<file path="src/rtl/serdes_tx_pkg.sv">
// Shared types and defaults for the serializer transmit framer.
package serdes_tx_pkg;

  typedef enum logic [1:0] {
    ST_IDLE,
    ST_WAIT_PLL,
    ST_TRAIN,
    ST_DATA
  } state_t;

  localparam logic [9:0] DEF_TRAIN_PATTERN = 10'b1111100000;
  localparam logic [9:0] DEF_IDLE_PATTERN  = 10'b1010101010;

  function automatic int cnt_width(input int limit);
    return (limit < 1) ? 1 : $clog2(limit + 1);
  endfunction

endpackage

</file>
<file path="src/rtl/serdes_tx_framer_if.sv">
// Payload valid/ready handshake into the transmit framer.
interface serdes_tx_framer_if #(
  parameter int WIDTH = 10
);

  logic [WIDTH-1:0] TX_DATA;
  logic             TX_VALID;
  logic             TX_READY;

  modport master (
    output TX_DATA,
    output TX_VALID,
    input  TX_READY
  );

  modport slave (
    input  TX_DATA,
    input  TX_VALID,
    output TX_READY
  );

endinterface

</file>
<file path="src/rtl/tx_sat_counter.sv">
// Up-counter that holds at LIMIT; clear wins over enable.
module tx_sat_counter #(
  parameter int W     = 8,
  parameter int LIMIT = 255
) (
  input  logic clk,
  input  logic rst_n,
  input  logic clr,
  input  logic en,
  output logic at_limit
);

  localparam logic [W-1:0] LIM = W'(LIMIT);

  logic [W-1:0] count;

  assign at_limit = (count == LIM);

  always_ff @(posedge clk or negedge rst_n) begin
    if (!rst_n) begin
      count <= '0;
    end else if (clr) begin
      count <= '0;
    end else if (en && !at_limit) begin
      count <= count + W'(1);
    end
  end

endmodule

</file>
<file path="src/rtl/serdes_tx_framer.sv">
// Serializer word framer: PLL wait, link training, then payload
// with a periodic alignment word.
module serdes_tx_framer
  import serdes_tx_pkg::*;
#(
  parameter int         WIDTH          = 10,
  parameter int         PLL_WAIT       = 255,
  parameter int         TRAIN_WORDS    = 64,
  parameter int         ALIGN_INTERVAL = 1024,
  parameter logic [9:0] TRAIN_PATTERN  = DEF_TRAIN_PATTERN,
  parameter logic [9:0] IDLE_PATTERN   = DEF_IDLE_PATTERN
) (
  input  logic              CLK_IN,
  input  logic              RST,
  input  logic              EN,
  input  logic              PLL_LOCK,
  input  logic              LINK_READY,
  input  logic              RETRAIN,
  serdes_tx_framer_if.slave tx,
  output logic [WIDTH-1:0]  Q,
  output logic              LOAD_WORD,
  output logic              OE,
  output logic              TRAINING,
  output logic              LINK_UP
);

  localparam logic [WIDTH-1:0] TRAIN_W = TRAIN_PATTERN[WIDTH-1:0];
  localparam logic [WIDTH-1:0] IDLE_W  = IDLE_PATTERN[WIDTH-1:0];

  state_t state;
  state_t nxt;

  logic in_wait;
  logic in_train;
  logic in_data;
  logic lock_done;
  logic train_done;
  logic word_wrap;
  logic align;
  logic take;

  assign in_wait  = (state == ST_WAIT_PLL);
  assign in_train = (state == ST_TRAIN);
  assign in_data  = (state == ST_DATA);

  // The last word slot of each interval carries the alignment word
  assign align       = in_data & word_wrap;
  assign tx.TX_READY = in_data & ~word_wrap;
  assign take        = tx.TX_VALID & tx.TX_READY;

  tx_sat_counter #(
    .W     (cnt_width(PLL_WAIT)),
    .LIMIT (PLL_WAIT)
  ) u_lock (
    .clk      (CLK_IN),
    .rst_n    (RST),
    .clr      (~in_wait | ~PLL_LOCK),
    .en       (PLL_LOCK),
    .at_limit (lock_done)
  );

  tx_sat_counter #(
    .W     (cnt_width(TRAIN_WORDS)),
    .LIMIT (TRAIN_WORDS)
  ) u_train (
    .clk      (CLK_IN),
    .rst_n    (RST),
    .clr      (~in_train),
    .en       (in_train),
    .at_limit (train_done)
  );

  tx_sat_counter #(
    .W     (cnt_width(ALIGN_INTERVAL - 1)),
    .LIMIT (ALIGN_INTERVAL - 1)
  ) u_word (
    .clk      (CLK_IN),
    .rst_n    (RST),
    .clr      (~in_data | word_wrap),
    .en       (in_data),
    .at_limit (word_wrap)
  );

  always_comb begin
    nxt = state;
    unique case (state)
      ST_IDLE:     nxt = ST_WAIT_PLL;
      ST_WAIT_PLL: if (lock_done) nxt = ST_TRAIN;
      ST_TRAIN:    if (train_done && LINK_READY) nxt = ST_DATA;
      ST_DATA:     if (RETRAIN) nxt = ST_TRAIN;
      default:     nxt = ST_IDLE;
    endcase
    if ((in_train || in_data) && !PLL_LOCK) nxt = ST_WAIT_PLL;
    if (!EN) nxt = ST_IDLE;
  end

  // Outputs are decoded from the next state so they line up with it
  always_ff @(posedge CLK_IN or negedge RST) begin
    if (!RST) begin
      state     <= ST_IDLE;
      Q         <= '0;
      LOAD_WORD <= 1'b0;
      OE        <= 1'b0;
      TRAINING  <= 1'b0;
      LINK_UP   <= 1'b0;
    end else begin
      state     <= nxt;
      Q         <= '0;
      LOAD_WORD <= 1'b0;
      OE        <= 1'b0;
      TRAINING  <= 1'b0;
      LINK_UP   <= 1'b0;
      unique case (nxt)
        ST_TRAIN: begin
          Q         <= TRAIN_W;
          LOAD_WORD <= 1'b1;
          OE        <= 1'b1;
          TRAINING  <= 1'b1;
        end
        ST_DATA: begin
          LOAD_WORD <= 1'b1;
          OE        <= 1'b1;
          LINK_UP   <= 1'b1;
          unique case (1'b1)
            align:   Q <= TRAIN_W;
            take:    Q <= tx.TX_DATA;
            default: Q <= IDLE_W;
          endcase
        end
        default: ;
      endcase
    end
  end

endmodule

</file>
<file path="src/flat_wrapper.sv">
// flat-port wrapper written by rule: the top's interface ports become plain ports
module serdes_tx_framer_flat import serdes_tx_pkg::*;
#(
  parameter int         WIDTH          = 10,
  parameter int         PLL_WAIT       = 255,
  parameter int         TRAIN_WORDS    = 64,
  parameter int         ALIGN_INTERVAL = 1024,
  parameter logic [9:0] TRAIN_PATTERN  = DEF_TRAIN_PATTERN,
  parameter logic [9:0] IDLE_PATTERN   = DEF_IDLE_PATTERN
)
  (CLK_IN, RST, EN, PLL_LOCK, LINK_READY, RETRAIN, Q, LOAD_WORD, OE, TRAINING, LINK_UP, tx_TX_DATA, tx_TX_VALID, tx_TX_READY);
  serdes_tx_framer_if #(.WIDTH(WIDTH)) tx_i ();
  input  logic CLK_IN;
  input  logic RST;
  input  logic EN;
  input  logic PLL_LOCK;
  input  logic LINK_READY;
  input  logic RETRAIN;
  output logic [WIDTH-1:0] Q;
  output logic LOAD_WORD;
  output logic OE;
  output logic TRAINING;
  output logic LINK_UP;
  input wire logic [$bits(tx_i.TX_DATA)-1:0] tx_TX_DATA;
  input wire logic [$bits(tx_i.TX_VALID)-1:0] tx_TX_VALID;
  output wire logic [$bits(tx_i.TX_READY)-1:0] tx_TX_READY;
  assign tx_i.TX_DATA = tx_TX_DATA;
  assign tx_i.TX_VALID = tx_TX_VALID;
  assign tx_TX_READY = tx_i.TX_READY;
  serdes_tx_framer #(.WIDTH(WIDTH), .PLL_WAIT(PLL_WAIT), .TRAIN_WORDS(TRAIN_WORDS), .ALIGN_INTERVAL(ALIGN_INTERVAL), .TRAIN_PATTERN(TRAIN_PATTERN), .IDLE_PATTERN(IDLE_PATTERN)) u_core (.CLK_IN(CLK_IN), .RST(RST), .EN(EN), .PLL_LOCK(PLL_LOCK), .LINK_READY(LINK_READY), .RETRAIN(RETRAIN), .tx(tx_i), .Q(Q), .LOAD_WORD(LOAD_WORD), .OE(OE), .TRAINING(TRAINING), .LINK_UP(LINK_UP));
endmodule
</file>
<file path="config.mk">
export PLATFORM = sky130hd
export DESIGN_NAME = serdes_tx_framer_flat
export DESIGN_NICKNAME = d
export VERILOG_FILES = /design/src/rtl/serdes_tx_pkg.sv /design/src/rtl/serdes_tx_framer_if.sv /design/src/rtl/tx_sat_counter.sv /design/src/rtl/serdes_tx_framer.sv /design/src/flat_wrapper.sv
export SDC_FILE = /design/constraint.sdc
export NUM_CORES = 1
export LEC_CHECK = 0
export CAP_MARGIN = 20
export CORE_ASPECT_RATIO = 1.75
export CORE_UTILIZATION = 56
export CTS_BUF_LIST = sky130_fd_sc_hd__clkbuf_4 sky130_fd_sc_hd__clkbuf_8 sky130_fd_sc_hd__clkbuf_16
export CTS_CLUSTER_SIZE = 8
export DETAILED_ROUTE_END_ITERATION = 12
export PLACE_DENSITY = 0.95
export SYNTH_ARGS = -nofsm -noshare
export SYNTH_HDL_FRONTEND = slang
export SYNTH_SLANG_ARGS = --single-unit
</file>
<file path="constraint.sdc">
create_clock -name CLK_IN -period 2.31 [get_ports CLK_IN]
set_input_delay 0.5775 -clock CLK_IN [delete_from_list [all_inputs] [get_ports CLK_IN]]
set_output_delay 0.5775 -clock CLK_IN [all_outputs]
set_load 0.01 [all_outputs]
</file>
==> impl_metrics.ini <==
[run_status]
outcome = finished clean

[yosys]
synth_top_area_share_pct = 53.76
synth_cell_types = 36
synth_nets = 192
synth_edf_count = 0
synth_top_cell_by_area = dfrtp_1
async_reset_ff_share_pct = 100.0
synth_area_leaders = dfrtp_1, nor2_1, xnor2_1
ys.flop_type = dfrtp_1
ys_seq_elements = 40
syn_area_um2 = 1862
syn_avg_cell_area_um2 = 10.89
yosys_warnings = 0
ys_seq_area_share_pct = 53.76
syn_inst = 171

[floorplan]
die_h_um = 78.28
core_region_area_um2 = 3142
row_count = 27
fp.dieArea_um2 = 3568
initial_core_util_pct = 59.26
num_io_pins = 32
die_x_um = 45.59

[clocking]
htree_levels = 2
cts-root-buf = clkbuf_8
clk_pin_slew_ns = 0.08
tritoncts = yes
numClockSinks = 40
cts_buffer_depth = 2
clock_latency_ns = 0.29
cts_buffers = 5

[detailed_routing]
first_pass_iters = 4
drt_wl_total_um = 3990
vias_per_cell = 5.655
route.detailed.drc = 0
drtIter0Drc = 32
ant_nets = 0
num_vias = 1459
wl_per_cell_um = 15.47

[power_and_ir_drop]
clkPwrFrac_pct = 37.8
powerDensity_nw_per_um2 = 527.9
peakVddDrop_uv = 532.7
cellLeakagePower_uw = 0.001034
p_seq_share_pct = 56.9
power.total_uw = 1241
p_comb_share_pct = 5.3
p_int_uw = 949.0
sw_frac_of_total_pct = 23.54
p_sw_uw = 292.2

[sta]
rsz0062_at_grt = false
layout_min_cycle_time_ns = 2.243
skew_ns = 0.006649
fin_crit_sh_pct = 97.09
fmax_mhz = 445.9
report.final.slew_viol_count = 0
hold_violations = 0
tns_ns = 0
finalSetupViolations = 0
relSlewSlack_pct = 74.47
worst_pin_slew_ns = 0.3817

[grt]
antenna_found_initial = 0
top_usage_layer = met2
met3_usage_pct = 4.598
use_met2_pct = 43.86
met1_usage_pct = 28.75
grt_overflow = 0
grt_pass1_wl_um = 6513
grt_pass1_vias = 1450
grt_max_degree = 18
grt_util_all_layers_pct = 25.69

[placement]
dp_cells = 249
dp_hpwl_um = 2993
gp_congestion = 0.8351
place_area_um2 = 2251
port_buffers = 31

[final_layout]
fill_cells = 204
area_growth_syn_to_layout_pct = 26.28
finalCoreUtilization_pct = 74.83
layout-drive-gt1-share_pct = 12.56
finalNonFillerCells = 258
final_cell_mix = dfrtp_1, clkdlybuf4s50_1, nor2_1
fin_area_um2 = 2351
num-nets-final = 235
layout_commonest_cell = dfrtp_1
multi_input_area_um2 = 815.8
regArea_um2 = 1001
n_antenna_cell = 0

[critical_path]
startpoint_type = flop
arrival_ns = 1.67
criticalPathCategory = flop to output port
reg2reg_from = u_core.u_lock.count[0]$_DFFE_PN0P_
r2r_end = u_core.Q[7]$_DFF_PN0_
rrSetupSlack_ns = 0.51
path_max_fanout = 3
cp-end-kind = output port
ff2ff_path_depth = 5
cp.required_ns = 1.73

[job]
cap_viol_max_count = 0

[hold_path]
hp-class = input port to async pin
==> synth_stat cells (all sizes together) (2+ instances only) <==
| library cell | n |
|---|---|
| ha | 4 |
| nand4 | 3 |
| dfrtp | 40 |
| and3 | 6 |
| nand3b | 2 |
| inv | 10 |
| xnor2 | 8 |
| nor2 | 24 |
| nor4b | 3 |
| mux2i | 2 |
| nand3 | 9 |
| a21oi | 7 |
| a21o | 2 |
| o21ai | 2 |
| and4 | 3 |
| nand2 | 13 |
| nand2b | 4 |
| xor2 | 7 |
| a31oi | 5 |
| nor2b | 2 |
| and2 | 3 |
| nor3 | 4 |
==> metal layers <==
metal	up-vias	share of wire, %
li1	678	-
met1	730	37
met2	45	57
met3	6	3.9
met5	-	0
met4	0	1.7
==> cell families (layout without fill, tap and decap cells) <==
family | after synthesis | after routing | synth area share [%]
muxes | 2 | 2 | 1.075
DFF | 40 | 40 | 53.76
adders and majority gates | 4 | 4 | 2.688
buffers and inverters | 11 | 55 | 2.420
xor gates and xnor gates | 15 | 15 | 7.057
AOI/OAI and AO/OA | 21 | 21 | 9.005
and+or+nand+nor | 78 | 78 | 23.99
==> metrics by stage <==
stage	setup slack, ns	hold slack [ns]
global placement	0.1133	0.4592
detailed placement	0.06031	0.4847
floorplan	0.5295	0.2819
CTS	0.02333	0.1692
finish	0.06720	0.1722
global route	0.01345	0.1772
==> worst max-delay path: stages (launching register included) <==
cell and delay [ns]:
dfrtp_1 0.41, ha_1 0.22, and4_1 0.23, nand3_2 0.10
nand3_2 0.09, inv_2 0.09, clkdlybuf4s15_1 0.23
==> worst max path at each step <==
| stage | startpoint | endpoint | slack (ns) | cells after the start |
|---|---|---|---|---|
| 6_report | u_core.u_word.count[0]$_DFF_PN0_ | tx_TX_READY | 0.07 | 6 |
| 4_1_cts | u_core.u_word.count[0]$_DFF_PN0_ | tx_TX_READY | 0.02 | 6 |
| 3_5_place_dp | u_core.u_word.count[0]$_DFF_PN0_ | tx_TX_READY | 0.06 | 6 |
| 2_1_floorplan | u_core.u_word.count[0]$_DFF_PN0_ | tx_TX_READY | 0.53 | 5 |
| 5_1_grt | u_core.u_word.count[0]$_DFF_PN0_ | tx_TX_READY | 0.01 | 6 |
| 3_3_place_gp | u_core.u_word.count[0]$_DFF_PN0_ | tx_TX_READY | 0.11 | 6 |
==> sequential cells by signal, indices dropped and copies added, names as in the netlist <==
register and count:
u_core.Q 10, u_core.u_word.count 10, u_core.u_lock.count 8, u_core.u_train.count 7
u_core.state 2, u_core.LINK_UP 1, u_core.LOAD_WORD 1, u_core.TRAINING 1
==> what timing repair did <==
action                                  CTS  global route
pin swaps                                 0             0
hold buffers                              0             0
buffers inserted                          0             1
endpoints found under the setup margin    1             1
resized for setup                         2             1
==> cell type report <==
type	count	share of cell area (%)
Multi-Input combinational cell	120	34.70
Inverter	10	1.597
Clock buffer	5	2.927
Timing Repair Buffer	37	14.90
Tap cell	43	2.288
Clock inverter	3	1.011
Sequential cell	40	42.58
==> power by group through the flow <==
stage	clock, µW	sequential, µW	combinational [µW]
6_report	469	706	66.2
5_1_grt	502	706	72.0
4_1_cts	479	706	67.1
3_5_place_dp	0	720	66.6
3_3_place_gp	0	719	63.0
2_1_floorplan	0	719	16.7
Power figures use the tool's default switching activity.
